===== src/rtl/fft_result_unloader.sv =====
// ----------------------------------------------------------------------------
// fft_result_unloader
//
// Streams the 32 complex results of a finished FFT out of a two-bank sample
// memory in natural bin order. The memory holds results in bit-reversed
// order, so with BITREV=1 the read address is the bit-reversal of the bin
// counter. Read data arrives one cycle after the strobe and is parked in a
// 2-entry FIFO so a ready/valid consumer can stall without losing samples.
//
// Ports
//   clk          rising-edge clock
//   sclr         synchronous active-high reset, highest priority
//   fft_done     level from the FFT engine; a rising edge starts an unload
//   bank_select  bank holding the results, latched at start
//   rd_en        memory read strobe
//   rd_bank      bank being read (constant for a whole unload)
//   rd_address   memory word address 0..31
//   rd_data      read data, valid one cycle after rd_en
//   out_valid    output sample valid
//   out_ready    downstream accepts the sample
//   out_data     bin value (real upper half, imaginary lower half)
//   out_index    natural-order bin number of out_data
//   out_last     marks bin 31
//   busy         unload in progress
//   unload_done  one-cycle pulse after bin 31 is accepted
// ----------------------------------------------------------------------------
module fft_result_unloader #(
    parameter int DATA_W = 32,
    parameter bit BITREV = 1'b1
) (
    input  logic              clk,
    input  logic              sclr,
    input  logic              fft_done,
    input  logic              bank_select,
    output logic              rd_en,
    output logic              rd_bank,
    output logic [4:0]        rd_address,
    input  logic [DATA_W-1:0] rd_data,
    output logic              out_valid,
    input  logic              out_ready,
    output logic [DATA_W-1:0] out_data,
    output logic [4:0]        out_index,
    output logic              out_last,
    output logic              busy,
    output logic              unload_done
);

    typedef enum logic [1:0] {
        IDLE  = 2'd0,
        READ  = 2'd1,
        DRAIN = 2'd2
    } state_e;

    state_e            state_q, state_d;
    logic              fft_done_q;
    logic              rd_bank_q;
    logic [4:0]        k_q;
    logic              inflight_q;
    logic [4:0]        inflight_idx_q;
    logic [DATA_W-1:0] fifo_data_q [2];
    logic [4:0]        fifo_idx_q  [2];
    logic              wr_ptr_q, rd_ptr_q;
    logic [1:0]        count_q, count_d;
    logic              unload_done_q;

    logic              start;
    logic              pop;
    logic              head_last;
    logic              room;

    assign start     = fft_done & ~fft_done_q;
    assign out_valid = (count_q != 2'd0);
    assign pop       = out_valid & out_ready;
    assign head_last = (fifo_idx_q[rd_ptr_q] == 5'd31);

    // Reads already in flight must also have a FIFO slot waiting for them;
    // a pop this cycle frees one slot in time for the next capture.
    assign room = (({1'b0, count_q} + {2'b00, inflight_q}) < (3'd2 + {2'b00, pop}));

    assign count_d = count_q + {1'b0, inflight_q} - {1'b0, pop};

    // ------------------------------------------------------------------
    // FSM: state register
    // ------------------------------------------------------------------
    // NOTE: every clocked block uses non-blocking assignments so all
    // registers update together from the values present before the edge.
    always_ff @(posedge clk) begin
        if (sclr) begin
            state_q <= IDLE;
        end else begin
            state_q <= state_d;
        end
    end

    // ------------------------------------------------------------------
    // FSM: next-state logic
    // ------------------------------------------------------------------
    // NOTE: combinational blocks assign a default first so no path leaves
    // a signal unassigned, which would infer a latch.
    always_comb begin
        state_d = state_q;
        unique case (state_q)
            IDLE:    if (start)                      state_d = READ;
            READ:    if (rd_en && (k_q == 5'd31))    state_d = DRAIN;
            DRAIN:   if (pop && head_last)           state_d = IDLE;
            default:                                 state_d = IDLE;
        endcase
    end

    // ------------------------------------------------------------------
    // FSM: outputs
    // ------------------------------------------------------------------
    always_comb begin
        rd_en = 1'b0;
        busy  = 1'b0;
        unique case (state_q)
            IDLE:    ;
            READ:    begin rd_en = room; busy = 1'b1; end
            DRAIN:   busy = 1'b1;
            default: ;
        endcase
    end

    // ------------------------------------------------------------------
    // Datapath: counter, read pipeline, output FIFO
    // ------------------------------------------------------------------
    // NOTE: the FIFO storage is reset as well because out_data and
    // out_index are read straight from the head entry and must be zero
    // after reset.
    always_ff @(posedge clk) begin
        if (sclr) begin
            fft_done_q     <= 1'b1;  // a level already high at release is not an edge
            rd_bank_q      <= 1'b0;
            k_q            <= 5'd0;
            inflight_q     <= 1'b0;  // drops any read already issued
            inflight_idx_q <= 5'd0;
            fifo_data_q[0] <= '0;
            fifo_data_q[1] <= '0;
            fifo_idx_q[0]  <= 5'd0;
            fifo_idx_q[1]  <= 5'd0;
            wr_ptr_q       <= 1'b0;
            rd_ptr_q       <= 1'b0;
            count_q        <= 2'd0;
            unload_done_q  <= 1'b0;
        end else begin
            fft_done_q <= fft_done;

            if ((state_q == IDLE) && start) begin
                rd_bank_q <= bank_select;
                k_q       <= 5'd0;
            end else if (rd_en && (k_q != 5'd31)) begin
                // k stays at 31 after the final read so the address holds
                k_q <= k_q + 5'd1;
            end

            inflight_q     <= rd_en;
            inflight_idx_q <= k_q;

            if (inflight_q) begin
                fifo_data_q[wr_ptr_q] <= rd_data;
                fifo_idx_q[wr_ptr_q]  <= inflight_idx_q;
                wr_ptr_q              <= ~wr_ptr_q;
            end
            if (pop) begin
                rd_ptr_q <= ~rd_ptr_q;
            end
            count_q <= count_d;

            unload_done_q <= pop & head_last & (state_q == DRAIN);
        end
    end

    assign rd_bank     = rd_bank_q;
    assign rd_address  = BITREV ? {k_q[0], k_q[1], k_q[2], k_q[3], k_q[4]} : k_q;
    assign out_data    = fifo_data_q[rd_ptr_q];
    assign out_index   = fifo_idx_q[rd_ptr_q];
    assign out_last    = out_valid & head_last;
    assign unload_done = unload_done_q;

endmodule


===== config.mk =====
export PLATFORM = sky130hd
export DESIGN_NAME = fft_result_unloader
export DESIGN_NICKNAME = d
export VERILOG_FILES = /design/src/rtl/fft_result_unloader.sv
export SDC_FILE = /design/constraint.sdc
export NUM_CORES = 1
export LEC_CHECK = 0
export CAP_MARGIN = 25
export CORE_ASPECT_RATIO = 0.75
export CORE_MARGIN = 3
export CORE_UTILIZATION = 55
export DETAILED_ROUTE_END_ITERATION = 12
export PLACE_DENSITY = 0.89
export SETUP_SLACK_MARGIN = 0.05
export SYNTH_ARGS = -nofsm -noshare
export SYNTH_HDL_FRONTEND = slang
export SYNTH_SLANG_ARGS = --single-unit

===== constraint.sdc =====
create_clock -name clk -period 4.9 [get_ports clk]
set_clock_uncertainty 0.1 [all_clocks]
set_input_delay 0.98 -clock clk [delete_from_list [all_inputs] [get_ports clk]]
set_output_delay 0.98 -clock clk [all_outputs]
set_load 0.01 [all_outputs]

### Word-level counts from Yosys, hierarchy flattened

Memory sizes are Yosys's and may differ from the RTL's. A register that Yosys moved wholly into a read port is not among the register bits.
Index checks and enable logic that the tools add are counted.

* add/subtract/negate cells: 5
* reduce and logical (&&, ||, !) cells: 11
* order comparisons: 1
* bitwise operators: 8
* equality and inequality tests: 8
* muxes and demuxes: 21

Operator list (number)
* 32-bit two-way mux: 1
* 32-bit OR reduction: 1
* 1-bit two-way mux: 15
* 5-bit == test, second input constant: 2
* 2-bit two-way mux: 3
* 2-bit inequality test, second input constant: 3
* 2-bit case mux with 3 select lines: 1
* 5-bit by 1-bit adder with 5-bit output, second input constant: 1
* 1-bit AND: 5
* 5-bit two-way mux: 1
* 5-bit inequality test, second input constant: 1
* 5-bit OR reduction: 1
* 1-bit logical AND: 4
* 2-bit OR reduction: 2
* 2-bit by 1-bit adder with 3-bit output: 1
* 2-bit by 1-bit adder with 3-bit output, first input constant: 1
* 3-bit less-than comparator: 1
* 1-bit inverter: 3
* 3-bit AND reduction: 1
* 2-bit by 1-bit adder with 2-bit output: 1
* 2-bit by 1-bit == test with 1-bit output, second input constant: 1
* 2-bit == test, second input constant: 1
* 2-bit zero test: 1
* 2-bit nonzero test: 1
* 2-bit by 1-bit subtractor with 2-bit output: 1

* output and inout bits: 48
* register bits after elaboration: 20
* memory bits (writable): 74
* memories kept: 2

Memory list
* fifo_data_q: depth 2, bits a word 32, read ports 1, clocked after memory_dff 1, wr ports 2, line 60 `logic [DATA_W-1:0] fifo_data_q [2];`
* fifo_idx_q: depth 2, bits a word 5, read ports 1, clocked after memory_dff 1, wr ports 2, line 61 `logic [4:0] fifo_idx_q [2];`

### Depth between registers and ports, before layout

Gate-level depths: netlist of run 1.

* depth in word-level cells: 8
* mapped depth: 8
* depth with buffers taken out: 8

### Worst setup path after synthesis of run 1

OpenSTA, ideal clock, no wires.

* path type: input to output
* from: in out_ready
* to: out rd_en
* arrival: 1.617 ns
* stages: 3
* slack: 2.203 ns
* buffers on the path: 0
* cell sequence: o21ai_1 > o21a_1 > nor3b_2

* cells in the longest elaborated chain, start to end: 4

Ends and longest elaborated chain
* start: declaration: line 40 `input logic out_ready,`
* 1-bit AND: line 73 `assign pop = out_valid & out_ready;`
* 2-bit by 1-bit adder with 3-bit output: line 78 `assign room = (({1'b0, count_q} + {2'b00, inflight_q}) < (3'd2 + {2'b00, pop}));`
* 3-bit less-than comparator: line 78
* 1-bit two-way mux: line 116 `unique case (state_q)`
* end: declaration: line 35 `output logic rd_en,`

Every way passes these cells.

### Worst setup path after layout of run 1

Same ends and word-level chain as after synthesis.

==> results of run 1 <==
==> through the flow <==
step	std cells	setup slack, ns	power, mW
after floorplan	306	2.20	1.44
after global placement	476	1.17	1.76
after global routing	492	1.03	2.42
after CTS	492	1.12	2.33
after detailed placement	476	1.14	1.78
final	492	1.11	2.32
==> cell type report <==
| type | count | area, um^2 |
|---|---|---|
| Multi-Input combinational cell | 188 | 1440 |
| Tap cell | 98 | 123 |
| Clock inverter | 6 | 93.8 |
| Clock buffer | 10 | 128 |
| Sequential cell | 95 | 2640 |
| Fill cell | 482 | 1740 |
| Inverter | 9 | 33.8 |
| Timing Repair Buffer | 86 | 856 |
==> cells in the mapped netlist (all sizes together), types with 3 or more instances <==
library cell,number
a21oi,5
and2,75
buf,5
clkbuf,9
dfxtp,21
edfxtp,74
ha,9
inv,9
mux2,36
mux2i,3
nand2,3
nand2b,6
nand3,3
nor2,6
nor2b,7
nor3b,4
o21ai,5
or2,4
==> per-layer routing <==
layer | global-route usage, % | vias to the layer above | part of all wire [%]
li1 | - | 1239 | -
met1 | 24.6 | 1241 | 44
met2 | 32.6 | 74 | 50
met3 | 5.72 | 2 | 5.3
met4 | 3.32 | 0 | 0.22
met5 | 0 | - | 0
==> worst register-to-register path: stages (launching register included) <==
cell	delay [ns]
dfxtp_1	0.37
ha_1	0.22
and3_1	0.19
ha_1	0.21
or3b_1	0.49
or4_1	0.51
a21oi_1	0.14
==> placed cells by master (no fill, tap or decap), drive strengths merged, types with 3 or more instances in the layout <==
master,netlist,final
nand2b,6,6
nor3b,4,4
nand3,3,3
dfxtp,21,21
inv,9,10
o21ai,5,5
clkdlybuf4s50,0,84
mux2i,3,3
or2,4,4
a21oi,5,5
nor2b,7,7
and2,75,75
clkbuf,9,10
nor2,6,6
nand2,3,3
mux2,36,36
edfxtp,74,74
ha,9,9
==> power by group <==
group | switching, mW | leakage [nW] | internal [mW] | total [mW]
Sequential | 0.0923 | 0.938 | 0.967 | 1.06
Clock | 0.270 | 0.107 | 0.291 | 0.561
Combinational | 0.282 | 0.964 | 0.413 | 0.695
==> kinds of logic (layout without fill, tap and decap cells) <==
kind of cell,after synthesis,count (layout),share of synthesized area (%)
adders and majority gates,9,9,2.71
muxes,39,39,10.5
and+or+nand+nor,118,118,17.6
xor gates and xnor gates,4,4,0.842
AOI/OAI and AO/OA,18,18,2.71
DFF,95,95,63.5
buffers and inverters,23,111,2.13
==> state kept, by name, indices dropped and copies added (netlist names), 2 cells and up, named ones only <==
register and count:
inflight_idx_q 5, count_q 2, state_q 2, fifo_data_q 64, fifo_idx_q 10, k_q 5
==> final timing paths <==
check	start	end	cells after the start	slack, ns
worst max-delay path	out_ready	rd_en	5	1.11
worst max register to register	k_q[1]	k_q[3]	6	2.61
worst min-delay path	state_q[1]	state_q[1]	2	0.41
worst min register to register	state_q[1]	state_q[1]	2	0.41
==> results.ini, run 1 <==
[floorplan]
die_h_um = 81.3
fp.dieW_um = 106
dieArea_um2 = 8660
start_util_pct = 59.0
design.core.area_um2 = 7060
rows = 26
io_pins = 85

[yosys]
ys_ff_latch = 95
ys_types = 38
yosys-top-cells-area = edfxtp_1 53%, and2_1 11%, dfxtp_1 10%, mux2_2 9.7%, ha_1 2.7%
syn_avg_cell_area_um2 = 13.6
yosysTopAreaCell = edfxtp_1
synthFlopType = edfxtp_1
async_flop_share_pct = 0
netlist_area_um2 = 4160
synth_edf_count = 74
ys_seq_area_share_pct = 63.5
synth.top_cell.area_share_pct = 53.4
syn-num-nets = 352
synthCells = 306
yosys_warnings = 0

[detailed_routing]
wl_um = 8030
drtAntennaViolNets = 0
drt_pass1_iterations = 4
first_iter_violations = 171
post-route-drc-count = 0
via_per_inst = 5.20
via_count = 2556
drt-wirelength-per-cell_um = 16.3

[cts]
cts_made_buffers = 9
clock-sinks = 95
htree_num_levels = 3
post_cts_buffers = 0
clk_path_buf_depth = 2
cts_root_buffer = clkbuf_8
cts_resized = 0
cts_tree = done
worstSkewPairLatency_ns = 0.35
cts_hold_buf = 0
clk_pin_slew_ns = 0.09

[placed_design]
place_congestion = 0.842
hpwl_um = 5350
portBuffers = 84
placed_cell_area_um2 = 5100

[cells_and_area]
fin_util_pct = 75.4
final_area_um2 = 5320
drive_gt1_share_pct = 16.0
fin_nets = 435
diodes = 0
area_delta_synth_final_pct = 27.8

[timing]
slew_violations = 0
layout_min_cycle_time_ns = 3.79
rsz0062_at_grt = false
worstMarginPinSlew_ns = 0.930
period_share_pct = 77.3
fmax_mhz = 264
whs_ns = 0.408
final_hold_viol_count = 0
fin_tns_setup_ns = 0
setup_viol = 0
relSlewSlack_pct = 38.0

[pwr]
p_leak_nw = 2.01
powerDensity_nw_per_um2 = 435
ir_worst_vdd_mv = 0.239

[worst_setup_path]
path_buf_inv = 2
end_kind = primary output
path_cells = clkdlybuf4s50_1 > o21ai_1 > o21a_1 > nor3b_2 > clkdlybuf4s50_1
worstPathArrival_ns = 2.71
cp.required_ns = 3.82
crit_fanout = 9
critPathMaxStageDelay_ns = 0.56
crit_family = buffers and inverters
cp_slowest_cell = clkdlybuf4s50_1
crit_top_cell = clkdlybuf4s50_1
path_class = primary input to primary output
setup.worst_path.start_class = primary input

[run]
maxCapViolCount = 0

[grt]
grt_pass1_wl_um = 12700
grt_max_degree = 39
grt-ovfl-total = 0
grt.total_usage_pct = 19.0
grt_pass1_vias = 2611
antenna_found_initial = 0

[run_status]
status = completed

[hold_path]
hold_class = flop to flop

Power figures use the tool's default switching activity.
==> run 2: changes to the inputs <==
CORE_UTILIZATION = 51   (was 55)
PLACE_DENSITY = 0.83   (was 0.89)
clock period = 3.8 ns   (was 4.9 ns; I/O delays follow)
==> results.ini, run 2 (synthesis gave the netlist of run 1 again) <==
[grt]
grt_pass1_vias = 2628  ; +0.65%
grt-ovfl-total = 0  ; unchanged
grt_pass1_wl_um = 12700  ; +0.54%
grt.total_usage_pct = 17.9  ; -1.1 points
grt_max_degree = 38  ; -2.6%
antenna_found_initial = 0  ; unchanged

[cells_and_area]
fillers = 562  ; +17%
top_register = fifo_data_q
drive_gt1_share_pct = 17.1  ; +1.1 points
mostFrequentLayoutCells = 84 x clkdlybuf4s50_1, 75 x and2_1, 74 x edfxtp_1
reg_top3 = fifo_data_q: 64 flops, fifo_idx_q: 10 flops
layout_commonest_cell = clkdlybuf4s50_1
fin_nets = 440  ; +1.1%
diodes = 0  ; unchanged
final_area_um2 = 5380  ; +1.0%
fin_cells = 499  ; +1.4%
area_delta_synth_final_pct = 29.2
largest_reg_flops = 64  ; unchanged

[detailed_routing]
wl_um = 7810  ; -2.8%
via_per_inst = 5.19  ; about the same
first_iter_violations = 95  ; -44%
drt-wirelength-per-cell_um = 15.6  ; -4.1%
via_count = 2592  ; +1.4%
drtAntennaViolNets = 0  ; unchanged
post-route-drc-count = 0  ; unchanged
drt_pass1_iterations = 4  ; unchanged

[worst_setup_path]
path_cells = clkdlybuf4s50_1 > o21ai_1 > o21a_1 > nor3b_2 > clkdlybuf4s50_1
path_buf_inv = 2  ; unchanged
end_kind = primary output
path_class = primary input to primary output
critPathMaxStageDelay_ns = 0.57  ; about the same
crit_family = buffers and inverters
worstPathArrival_ns = 2.48  ; -0.23 ns
crit_top_cell = clkdlybuf4s50_1
setup.worst_path.start_class = primary input
crit_fanout = 9  ; unchanged
cp.required_ns = 2.94  ; -0.88 ns
cp_slowest_cell = clkdlybuf4s50_1

[timing]
layout_min_cycle_time_ns = 3.34
rsz0062_at_grt = false
fin_tns_setup_ns = 0  ; unchanged
fmax_mhz = 300
period_share_pct = 87.8
worstMarginPinSlew_ns = 0.554  ; -0.376 ns
slew_violations = 0  ; unchanged
setup_viol = 0  ; unchanged
final_hold_viol_count = 0  ; unchanged
relSlewSlack_pct = 63.0  ; +25 points

[cts]
cts_made_buffers = 9  ; unchanged
clk_path_buf_depth = 2  ; unchanged
cts_hold_buf = 0  ; unchanged
post_cts_buffers = 0  ; unchanged
clock-sinks = 95  ; unchanged
cts_tree = done
cts_root_buffer = clkbuf_8
cts_resized = 0  ; unchanged
clk_pin_slew_ns = 0.08  ; about the same
worstSkewPairLatency_ns = 0.35  ; about the same
htree_num_levels = 3  ; unchanged

[placed_design]
hpwl_um = 5330  ; -0.46%
placed_cell_area_um2 = 5160  ; +1.3%
dp.cells = 484  ; +1.7%
portBuffers = 84  ; unchanged
place_congestion = 0.796  ; -5.5%

[pwr]
ir_worst_vdd_mv = 0.372  ; +56%
p_leak_nw = 2.04  ; +1.4%
p_total_mw = 2.97  ; +28%
powerDensity_nw_per_um2 = 552  ; +27%

[floorplan]
io_pins = 85  ; unchanged
rows = 27  ; +3.8%
fp.dieW_um = 110  ; +3.6%
start_util_pct = 54.5  ; -4.4 points
design.core.area_um2 = 7630  ; +8.2%
die_h_um = 84.2  ; +3.6%
dieArea_um2 = 9290  ; +7.3%

[run_status]
status = completed

[hold_path]
hold_class = flop to flop

[run]
maxCapViolCount = 0  ; unchanged

==> run 2: cell count changes in the layout (fill, tap and decap cells not counted) <==
cell	before	now
buf_4	2	5
buf_12	0	2
clkbuf_1	1	0
clkinv_2	0	1
clkinv_4	2	1
clkinvlp_2	0	1
inv_6	1	0
==> run 2: through the flow <==
stage | setup WS, ns | hold WS [ns] | utilization (%)
after floorplan | 1.48 | 0.366 | -
after global placement | 0.514 | 0.376 | 67.7
after detailed placement | 0.441 | 0.392 | 67.7
after CTS | 0.420 | 0.407 | 70.4
after global routing | 0.322 | 0.436 | 70.4
final | 0.462 | 0.402 | 70.4
==> run 2: worst paths after layout <==
kind / startpoint / slack, ns / depth (start not counted) / to
max: out_ready / 0.46 / 5 / rd_en
min: state_q[1] / 0.40 / 2 / state_q[1]
max reg2reg: k_q[1] / 1.49 / 6 / k_q[3]
min reg2reg: state_q[1] / 0.40 / 2 / state_q[1]
==> run 2: layer usage <==
| layer | global-route usage (%) | wire (um) | vias to the layer above |
|---|---|---|---|
| li1 | - | - | 1253 |
| met1 | 23.8 | 3490 | 1249 |
| met2 | 29.1 | 3750 | 84 |
| met3 | 5.30 | 515 | 6 |
| met4 | 4.14 | 57 | 0 |
| met5 | 0 | 0 | - |
==> run 2: layout make-up <==
cell class | count | area [um^2] | area share (%)
Clock buffer | 9 | 124 | 2.30
Clock inverter | 6 | 86.3 | 1.61
Inverter | 9 | 33.8 | 0.628
Multi-Input combinational cell | 188 | 1440 | 26.8
Sequential cell | 95 | 2640 | 49.2
Tap cell | 101 | 126 | 2.35
Timing Repair Buffer | 91 | 918 | 17.1
==> run 2: worst min-delay path, delay by kind of cell (launching register included) <==
kind | cells | cell delay [ns]
flip-flops | 1 | 0.33
AND/OR/NAND/NOR | 1 | 0.07
multiplexers | 1 | 0.06
==> run 2: power by group <==
group / internal [mW] / switching (mW)
registers: 1.24 / 0.0891
logic: 0.549 / 0.397
clock network: 0.365 / 0.325
==> RTL change (settings of run 2) <==
Change the parameter `DATA_W` from 32 to 64.
--- a/src/rtl/fft_result_unloader.sv
+++ b/src/rtl/fft_result_unloader.sv
@@ -25,7 +25,7 @@
 //   unload_done  one-cycle pulse after bin 31 is accepted
 // ----------------------------------------------------------------------------
 module fft_result_unloader #(
-    parameter int DATA_W = 32,
+    parameter int DATA_W = 64,
     parameter bit BITREV = 1'b1
 ) (
     input  logic              clk,
Interface: changed (resized out_data and rd_data); port bits go from 85 to 149. No check against the original RTL was run, so the function may have changed too.
==> RTL change against run 2 <==
- total power up 77%
- largest power group unchanged
- sequential share of layout area up 0.98 points
- synthesized area up 66%
- wire length up 74%
- synthesized cell count up 56%
- clock power up 120%
- sequential cell count up 64
- cell area up 69%
- first-iteration DRC count up 94%
- utilization down 0.93 points
- non-clock buffer count up 65
- combinational power up 58%
- setup slack worse by 48 ps
- critical path type unchanged
- maximum frequency down 1.4%
==> RTL change: results (changes against run 2) <==
* Arr. time, crit path at 2530 ps (was 2480 ps)
* CTS tree: yes (unchanged)
* Slowest CP cell: clkdlybuf4s50_1 (unchanged)
* Static leakage at 3.42 nW (was 2.04 nW)
* DR WL/cell at 16.8 um (was 15.6 um)
* Vias in the first global route at 4446 (was 2628)
* Switching Share at 26.2% (was 27.3%)
* Worst-path fanout max at 9 (unchanged)
* First-pass GRT wire length at 22.1 mm (was 12.7 mm)
* Global Route Usage Sum at 19.1% (was 17.9%)
* Fin nets at 705 (was 440)
* Drt total wl at 13.6 mm (was 7.81 mm)
* DP Worst Slack at 448 ps (was 441 ps)
* Max_slew headroom at 54.9% (was 63.0%)
* Async SR Flop Fraction at 0% (unchanged)
* CTS Root Cell: clkbuf_16 (was clkbuf_8)
* RR Startpoint: k_q[1] (unchanged)
* Initial drt markers at 184 (was 95)
* CTS resizes at 0 (unchanged)
* EDFF count, synth at 138 (was 74)
* Status: complete, no violations (unchanged)
* Synth Warn # at 0 (unchanged)
* Placed cell count at 779 (was 484)
* Mapped Nets at 555 (was 352)
* Post-DP Area at 8590 um^2 (was 5160 um^2)
* Port Buffers at 148 (was 84)
* Share of cells above drive strength 1 at 16.9% (was 17.1%)
* Post-synth cell types at 39 (was 38)
* Commonest cells post-synth: and2_1 (139), edfxtp_1 (138), mux2_2 (68) (was and2_1 (75), edfxtp_1 (74), mux2_2 (36))
* Number of buffers created by CTS at 17 (was 9)
* Clock-pin slew on the worst setup and hold paths at 60 ps (was 80 ps)
* Hold_sp: rd_ptr_q (was state_q[1])
* Synth area leaders: edfxtp_1 (60%), and2_1 (13%), mux2_2 (11%) (was edfxtp_1 (53%), and2_1 (11%), dfxtp_1 (10%))
* Clk Latency, worst-skew pair at 410 ps (was 350 ps)
* Seq/Total Area, Yosys at 66.3% (was 63.5%)
* Maximum VDD drop at 505 uV (was 372 uV)
* Post-DR vias/cell at 5.13 (was 5.19)
* H-Tree Level Count at 4 (was 3)
* Pin count of the biggest net entering global routing at 70 (was 38)
* PnR worst setup slack at 414 ps (was 462 ps)
* GP Congestion at 0.787 (was 0.796)
* Power Dens Cells at 577 nW/um^2 (was 552 nW/um^2)
* Synthesized area per cell at 14.4 um^2 (was 13.6 um^2)
* Largest regs: fifo_data_q (128), fifo_idx_q (10) (was fifo_data_q (64), fifo_idx_q (10))
* Filler cell count at 877 (was 562)
* DP HPWL at 8.84 mm (was 5.33 mm)
==> RTL change: cell count changes in the layout (fill, tap and decap cells not counted), sizes merged, moves of 5 or more <==
cell           delta
clkbuf           +12
and2             +64
edfxtp           +64
mux2             +32
clkdlybuf4s50    +64
clkinv            +5
==> RTL change: through the flow <==
stage	hold slack, ps	power (W)
2_1_floorplan	366	0.00304
3_3_place_gp	379	0.00375
3_5_place_dp	392	0.00379
4_1_cts	403	0.00530
5_1_grt	432	0.00549
6_report	403	0.00525
==> RTL change: layout make-up <==
type | instances | share of cell area (%)
flip-flops and latches | 159 | 50.2
repair buffers | 156 | 17.2
multi-input cells | 284 | 24.3
well taps | 171 | 2.35
clock inverters | 9 | 0.783
clock buffers | 21 | 4.84
inverters | 9 | 0.371
==> RTL change: worst max-delay path by stage <==
| stage | startpoint | endpoint | cells past startpoint |
|---|---|---|---|
| finish | out_ready | rd_en | 5 |
| global route | flop | out_data[61] | 3 |
| floorplan | sclr | fifo_data_q[1][0] | 3 |
| detailed placement | out_ready | rd_en | 5 |
| global placement | out_ready | rd_en | 5 |
| CTS | flop | out_data[62] | 3 |
==> RTL change: layer usage <==
metal | track usage, % | vias to the layer above | part of all wire, %
met5 | 0 | - | 0
met4 | 6.85 | 0 | 1.7
met3 | 5.22 | 21 | 6.0
met2 | 31.4 | 138 | 49
met1 | 24.6 | 2007 | 43
li1 | - | 1983 | -
==> RTL change: kinds of logic after synthesis <==
kind of cell | count (synthesis) | synth area share, %
fa+ha+maj | 9 | 1.63
flops | 159 | 66.3
simple gates | 182 | 16.5
buf+inv | 34 | 1.93
xor+xnor | 4 | 0.509
compound gates | 18 | 1.63
mux | 71 | 11.6
==> RTL change: tightest hold or removal path, cell delays in order (launching register included) <==
cell     delay (ps)
dfxtp_1         320
xor2_1           80
nor2_1           70
==> RTL change: power by group through the flow <==
stage | Combinational (W) | Sequential [W] | Clock, W
detailed placement | 0.00149 | 0.00230 | 0
finish | 0.00149 | 0.00226 | 0.00150
floorplan | 0.000845 | 0.00219 | 0
global placement | 0.00146 | 0.00229 | 0
CTS | 0.00151 | 0.00227 | 0.00153
global route | 0.00160 | 0.00229 | 0.00160
